`src/rtl/rm_violation_collector.sv`:
```
// Runtime-monitor violation collector: saturating per-rule hit counters, sticky
// per-rule flags and a timestamped event FIFO with a level interrupt.
module rm_violation_collector #(
    parameter int NumLanes  = 2,
    parameter int NumRules  = 4,
    parameter int CntWidth  = 16,
    parameter int FifoDepth = 8,
    localparam int RuleIdxW = (NumRules > 1) ? $clog2(NumRules) : 1
) (
    input  logic                           clk_i,
    input  logic                           rst_ni,
    input  logic [NumLanes-1:0][NumRules-1:0] monitor_i,
    input  logic                           clear_i,
    output logic                           evt_valid_o,
    input  logic                           evt_ready_i,
    output logic [NumLanes*NumRules-1:0]   evt_bits_o,
    output logic [31:0]                    evt_time_o,
    output logic [NumRules-1:0]            sticky_o,
    output logic                           overflow_o,
    input  logic [RuleIdxW-1:0]            rd_rule_i,
    output logic [CntWidth-1:0]            rd_cnt_o,
    output logic                           irq_o
);

    localparam int EvtW = NumLanes * NumRules;
    localparam int PtrW = $clog2(FifoDepth);
    localparam int HitW = $clog2(NumLanes + 1);
    localparam int SumW = CntWidth + HitW;
    localparam logic [CntWidth-1:0] CntMax = '1;

    logic [31:0]          stamp_q;
    logic [CntWidth-1:0]  cnt_q [NumRules];
    logic [CntWidth-1:0]  cnt_d [NumRules];
    logic [HitW-1:0]      hits  [NumRules];
    logic [SumW-1:0]      sum   [NumRules];
    logic [NumRules-1:0]  seen;
    logic [NumRules-1:0]  sticky_q;
    logic                 overflow_q;
    logic                 irq_q;

    logic [PtrW:0]        wr_ptr_q, rd_ptr_q;
    logic [EvtW-1:0]      mem_bits [FifoDepth];
    logic [31:0]          mem_time [FifoDepth];

    logic empty, full, any_hit, pop_raw, pop, push, drop;

    // Per-rule popcount across lanes, then saturating accumulate.
    always_comb begin
        for (int r = 0; r < NumRules; r++) begin
            hits[r] = '0;
            for (int l = 0; l < NumLanes; l++) begin
                hits[r] = hits[r] + HitW'(monitor_i[l][r]);
            end
            seen[r]  = (hits[r] != '0);
            sum[r]   = SumW'(cnt_q[r]) + SumW'(hits[r]);
            cnt_d[r] = (sum[r] > SumW'(CntMax)) ? CntMax : sum[r][CntWidth-1:0];
        end
    end

    assign empty   = (wr_ptr_q == rd_ptr_q);
    assign full    = (wr_ptr_q[PtrW] != rd_ptr_q[PtrW]) &&
                     (wr_ptr_q[PtrW-1:0] == rd_ptr_q[PtrW-1:0]);
    assign any_hit = |monitor_i;
    assign pop_raw = !empty && evt_ready_i;
    // Clear wins over everything; a pop frees the slot for a same-cycle push.
    assign pop     = pop_raw && !clear_i;
    assign push    = any_hit && !clear_i && (!full || pop_raw);
    assign drop    = any_hit && !clear_i && full && !pop_raw;

    always_ff @(posedge clk_i or negedge rst_ni) begin
        if (!rst_ni) begin
            stamp_q <= '0;
        end else begin
            stamp_q <= stamp_q + 32'd1;
        end
    end

    always_ff @(posedge clk_i or negedge rst_ni) begin
        if (!rst_ni) begin
            wr_ptr_q   <= '0;
            rd_ptr_q   <= '0;
            sticky_q   <= '0;
            overflow_q <= 1'b0;
            for (int r = 0; r < NumRules; r++) begin
                cnt_q[r] <= '0;
            end
        end else if (clear_i) begin
            wr_ptr_q   <= '0;
            rd_ptr_q   <= '0;
            sticky_q   <= '0;
            overflow_q <= 1'b0;
            for (int r = 0; r < NumRules; r++) begin
                cnt_q[r] <= '0;
            end
        end else begin
            if (push) wr_ptr_q <= wr_ptr_q + 1'b1;
            if (pop)  rd_ptr_q <= rd_ptr_q + 1'b1;
            if (drop) overflow_q <= 1'b1;
            sticky_q <= sticky_q | seen;
            for (int r = 0; r < NumRules; r++) begin
                cnt_q[r] <= cnt_d[r];
            end
        end
    end

    // Storage needs no reset: reads are masked while the FIFO is empty.
    always_ff @(posedge clk_i) begin
        if (push) begin
            mem_bits[wr_ptr_q[PtrW-1:0]] <= monitor_i;
            mem_time[wr_ptr_q[PtrW-1:0]] <= stamp_q;
        end
    end

    always_ff @(posedge clk_i or negedge rst_ni) begin
        if (!rst_ni) begin
            irq_q <= 1'b0;
        end else begin
            irq_q <= evt_valid_o | overflow_q;
        end
    end

    always_comb begin
        rd_cnt_o = '0;
        for (int r = 0; r < NumRules; r++) begin
            if (int'(rd_rule_i) == r) rd_cnt_o = cnt_q[r];
        end
    end

    assign evt_valid_o = !empty;
    assign evt_bits_o  = empty ? '0 : mem_bits[rd_ptr_q[PtrW-1:0]];
    assign evt_time_o  = empty ? '0 : mem_time[rd_ptr_q[PtrW-1:0]];
    assign sticky_o    = sticky_q;
    assign overflow_o  = overflow_q;
    assign irq_o       = irq_q;

endmodule
```
`config.mk`:
```
export PLATFORM = sky130hd
export DESIGN_NAME = rm_violation_collector
export DESIGN_NICKNAME = d
export VERILOG_FILES = /design/src/rtl/rm_violation_collector.sv
export SDC_FILE = /design/constraint.sdc
export NUM_CORES = 1
export LEC_CHECK = 0
export CAP_MARGIN = 20
export CORE_ASPECT_RATIO = 1.4
export CORE_UTILIZATION = 40
export DETAILED_ROUTE_END_ITERATION = 12
export PLACE_DENSITY = 0.54
export SYNTH_ARGS = -nofsm -noshare
export SYNTH_HDL_FRONTEND = slang
export SYNTH_SLANG_ARGS = --single-unit
```
`constraint.sdc`:
```
create_clock -name clk_i -period 12.8 [get_ports clk_i]
set_input_delay 2.56 -clock clk_i [delete_from_list [all_inputs] [get_ports clk_i]]
set_output_delay 2.56 -clock clk_i [all_outputs]
set_load 0.005 [all_outputs]
```
* After elaboration in Yosys (flattened, before gate mapping)
Memories as Yosys holds them, arrays and structs flattened.
Index checks and enable logic that the tools add are counted.
** Operators by class
- Magnitude comparators :: 4
- Bitwise gates (word level) :: 2
- Reductions and logical operators :: 21
- $add $sub $neg :: 11
- Mux-type cells :: 20
- Eq/ne operators :: 6
** Operators with widths (number)
- $mux 16 :: 8
- $add 16x2->17 :: 4
- $gt 17x16->1 const B :: 4
- $mux 64 :: 1
- $add 32x1->32 const B :: 1
- $mux 32 :: 1
- $mux 4 :: 5
- $reduce_bool 2->1 :: 7
- $add 1x1->2 :: 4
- $add 4x1->4 const B :: 2
- $mux 8 :: 1
- $reduce_or 8->1 :: 1
- $logic_and 1x1->1 :: 7
- $eq 2x2->1 const B :: 2
- $eq 4x4->1 :: 1
- $logic_not 1->1 :: 4
- $mux 1 :: 4
- $or 4x4->4 :: 1
- $eq 3x3->1 :: 1
- $eq 2x1->1 const B :: 1
- $logic_not 2->1 :: 1
- $logic_or 1x1->1 :: 1
- $ne 1x1->1 :: 1
- $or 1x1->1 :: 1
** Storage, ports and cells
- Output and inout bits :: 63
- Memories :: 2
- Register bits after elaboration :: 110
- Memory bits (writable) :: 320
** Memory list
- mem_time :: depth 8, bits a word 32, read ports 1, clocked after memory_dff 0, wr ports 1, line 43 : logic [31:0] mem_time [FifoDepth];
- mem_bits :: depth 8, bits a word 8, read ports 1, clocked after memory_dff 0, wr ports 1, line 42 : logic [EvtW-1:0] mem_bits [FifoDepth];

* Logic depth before layout (Yosys ltp)
- Depth after elaboration :: 7
- Depth in mapped cells :: 9

* Worst setup path before layout
OpenSTA, ideal clock, no wires.
- Path kind :: in2reg
- From :: input port clear_i
- To :: memory mem_bits[1][0] (netlist bit), enable pin
- Library setup time :: 0.551 ns
- Stages on the path :: 3
- Data required time :: 12.249 ns
- Path slack :: 5.037 ns
- Data arrival time :: 7.212 ns
- Cells stage by stage :: buf_4 or2_2 nor4b_1
** Between the ends
- Word-level cells in the longest chain between the ends :: 5
** RTL lines
- start, declared :: line 13 : input logic clear_i,
- $logic_not 1->1 :: line 67 : assign push = any_hit && !clear_i && (!full || pop_raw);
- $logic_and 1x1->1 (2 in a row) :: line 67
- $mux 1 :: line 108 : if (push) begin
- $mux 1 (not written as such) :: line 109 : mem_bits[wr_ptr_q[PtrW-1:0]] <= monitor_i;
- end, declared :: line 42
No other way between the ends.

* Final worst setup path
- From :: input port rd_rule_i[0]
- To :: output port rd_cnt_o[6]
** Between the ends
- Word-level cells in the longest chain between the ends :: 5
- Elaborated cells on any way between the ends :: 8
- Classes of those cells :: eq/ne: 3; mux: 4; reduce/logical: 1
** RTL lines
- start, declared :: line 20 : input logic [RuleIdxW-1:0] rd_rule_i,
- $logic_not 2->1 :: line 125 : if (int'(rd_rule_i) == r) rd_cnt_o = cnt_q[r];
- $mux 16 (3 in a row) :: line 125
- $mux 16 (*) :: line 125
- end, declared :: line 21 : output logic [CntWidth-1:0] rd_cnt_o,
Every way passes the cells marked *; elsewhere a longest branch is shown, timed or not.

==> flow_metrics.tcl <==
set metrics [dict create \
    grt_max_degree 82 \
    routed_wl_um 40240 \
    irDropWorstVdd_uv 87.10 \
    drv_cap 0 \
    arrival_ns 4.45 \
    diodes 0 \
    hold_path.class "flip-flop to flip-flop" \
    firstDrtPassIters 5 \
    gr-total-overflow 0 \
    slowest_delay_ns 0.62 \
    slew_viol_final 0 \
    numCtsBuffers 42 \
    synth_area_sq_um 18150 \
    cellLeakagePower_uw 0.006814 \
    drtAntennaViolNets 0 \
    root_buffer "clkbuf_16" \
    cts_resized 0 \
    h-tree-depth 2 \
    routedWlPerCell_um 22.75 \
    synth-seq-cells 430 \
    cts_tree "built" \
    start_kind "primary input" \
    grt_pass1_wl_um 62900 \
    fmax_ghz 0.1426 \
    synth_area_leaders "edfxtp_1 (53%), dfrtp_1 (15%), mux4_2 (12%), xnor2_1 (2.8%), mux2i_1 (2.5%)" \
    vias_per_cell 5.527 \
    syn_avg_cell_area_sq_um 16.77 \
    min_period_ns 7.014 \
    synth-edff-count 320 \
    critPathMostFrequentCell "clkdlybuf4s50_1" \
    path_cells "clkdlybuf4s50_1, buf_16, mux4_1, clkdlybuf4s50_1" \
    drive_gt1_share_pct 16.51 \
    rsz0062_at_grt "no" \
    core_area_sq_um 44890 \
    synth_ff_type "edfxtp_1" \
    rows 92 \
    fp.dieArea_sq_um 46230 \
    grt_usage_pct 18.11 \
    grt_antenna_before_repair 0 \
    crit_type "primary input to output port" \
    r2r_start "rd_ptr_q[0]" \
    yosysTopAreaCell "edfxtp_1" \
    clk_path_buf_depth 3 \
    initial_core_util_pct 40.42 \
    synth_top_area_share_pct 52.95 \
    die_h_um 254.0 \
    ys_types 54 \
    fin_tns_setup_ns 0 \
    powerDensity_nw_per_um2 155.3 \
    insertion_delay_ns 0.56 \
    design.portCount 77 \
    syn_to_final_growth_pct 15.57 \
    hold_violations 0 \
    fin_nets 1208 \
    synth_fp_nets 1119 \
    crit_required_ns 10.24 \
    gp_congestion 0.8024 \
    setup-violations-final 0 \
    yosys_warnings 0 \
    worst_slew_pin_slew_ns 0.9678 \
    critPathCaptureType "output port" \
    drc 0 \
    cp_max_fo 14 \
    slew_headroom_pct 35.48 \
    cts_setup_buffers 0 \
    hpwl_um 22820 \
    clk_pin_slew_ns 0.06 \
    port_buffers 76 \
    finClkSkew_ns 0.02500 \
    die_w_um 182.0 \
    fin_util_pct 46.71 \
    async_reset_ff_share_pct 25.58 \
    clkSinkCount 430 \
    synth_cells 1082 \
    ctsHoldBuffers 0 \
    hold_start "overflow_o" \
    yosysSeqAreaShare_pct 68.12 \
    vias 9778 \
    fin_crit_sh_pct 54.80 \
    cp_slowest_cell "clkdlybuf4s50_1" \
    startpoint "rd_rule_i[0]" \
    status "finished, final reports clean" \
    grt_pass1_vias 10510 \
    drtIter0Drc 789 \
]
worst paths after layout:
kind	end	slack, ns	cells past startpoint
max	rd_cnt_o[6]	5.79	4
min	irq_o	0.49	1
max reg2reg	mem_time[5][28]	9.65	5
min reg2reg	irq_o	0.49	1
max in group asynchronous	rd_ptr_q[0]	9.37	2
min in group asynchronous	cnt_q[27]	2.13	1
power by group:
group	internal, uW	leakage (uW)	total [uW]	switching (uW)
Sequential	1530	0.00421	1580	46.8
Clock	715	0.000662	1240	521
Combinational	236	0.00195	440	204
metrics by stage:
| stage | instance area, sq um | cells | hold WS, ns | worst slack (ns) | total power (uW) |
|---|---|---|---|---|---|
| 6_report | 20970 | 1769 | 0.4922 | 5.786 | 3256 |
| 5_1_grt | 20970 | 1769 | 0.5400 | 5.719 | 3388 |
| 4_1_cts | 20940 | 1768 | 0.4954 | 5.311 | 3308 |
| 3_5_place_dp | 19570 | 1690 | 0.5042 | 5.333 | 2065 |
| 3_3_place_gp | 19570 | 1690 | 0.5125 | 5.373 | 2061 |
| 2_1_floorplan | 18150 | 1082 | 0.4817 | 5.037 | 1851 |
placed cells by master, fill, tap and decap left out, types with 3 or more instances in the layout:
cell type,synthesis,final
a21oi_1,67,67
xnor2_1,59,59
edfxtp_1,320,320
buf_4,1,19
nand3_1,32,32
nor4_4,2,3
fa_1,4,4
nor3_2,1,5
nor2b_1,9,9
nor3_1,24,20
dfrtp_1,110,107
inv_1,32,32
clkbuf_8,1,7
bufinv_16,0,3
and3_1,9,9
a211oi_1,5,5
nand2_1,20,20
a31oi_1,7,7
ha_1,19,19
xor2_1,15,15
or3_1,4,4
clkdlybuf4s50_1,0,74
o21ai_0,5,5
and4_1,6,6
nor2_1,60,60
clkbuf_1,27,17
mux2i_1,45,45
mux4_2,95,95
and2_1,4,4
nor4_1,20,18
clkbuf_16,0,42
nand4_1,26,26
nand2b_1,5,5
kinds of logic after synthesis:
group | Yosys count | share of synthesized area [%]
buf+inv | 82 | 1.938
flops | 430 | 68.12
compound gates | 92 | 2.813
simple gates | 238 | 7.260
mux | 143 | 14.54
xor+xnor | 74 | 3.572
fa+ha+maj | 23 | 1.751
sequential cells by signal, summed over array words and instances (netlist names):
name	flops
irq_o	1
stamp_q	32
sticky_o	4
mem_time	256
overflow_o	1
wr_ptr_q	4
cnt_q	64
mem_bits	64
rd_ptr_q	4
critical path: cells and delay by family:
family	cells	cell delay, ns
multiplexers	1	0.58
buffers and inverters	3	1.31
routing by layer:
metal	track usage, %	vias to the layer above	share of wire (%)
li1	-	4402	-
met1	21.85	5109	41
met2	33.39	192	54
met3	2.565	75	3.6
met4	5.450	0	2.3
met5	0	-	0
Yosys cell counts, drive strengths merged (2+ instances only):
master	n
a211oi	5
a21o	2
a21oi	67
a31o	2
a31oi	7
and2	4
and3	9
and4	6
and4b	2
buf	20
clkbuf	29
dfrtp	110
edfxtp	320
fa	4
ha	19
inv	32
mux2	2
mux2i	45
mux4	96
nand2	21
nand2b	5
nand3	32
nand4	27
nor2	60
nor2b	9
nor3	25
nor3b	2
nor4	23
nor4b	2
o21ai	5
or2	2
or3	4
or4	3
xnor2	59
xor2	15
cell type report:
| type | count | area (sq um) |
|---|---|---|
| Tap cell | 564 | 705.7 |
| Sequential cell | 430 | 12370 |
| Fill cell | 3885 | 23920 |
| Multi-Input combinational cell | 570 | 5487 |
| Clock inverter | 12 | 161.4 |
| Clock buffer | 66 | 1211 |
| Timing Repair Buffer | 95 | 915.9 |
| Inverter | 32 | 120.1 |
Note: power is estimated with default switching activity, not from simulation.
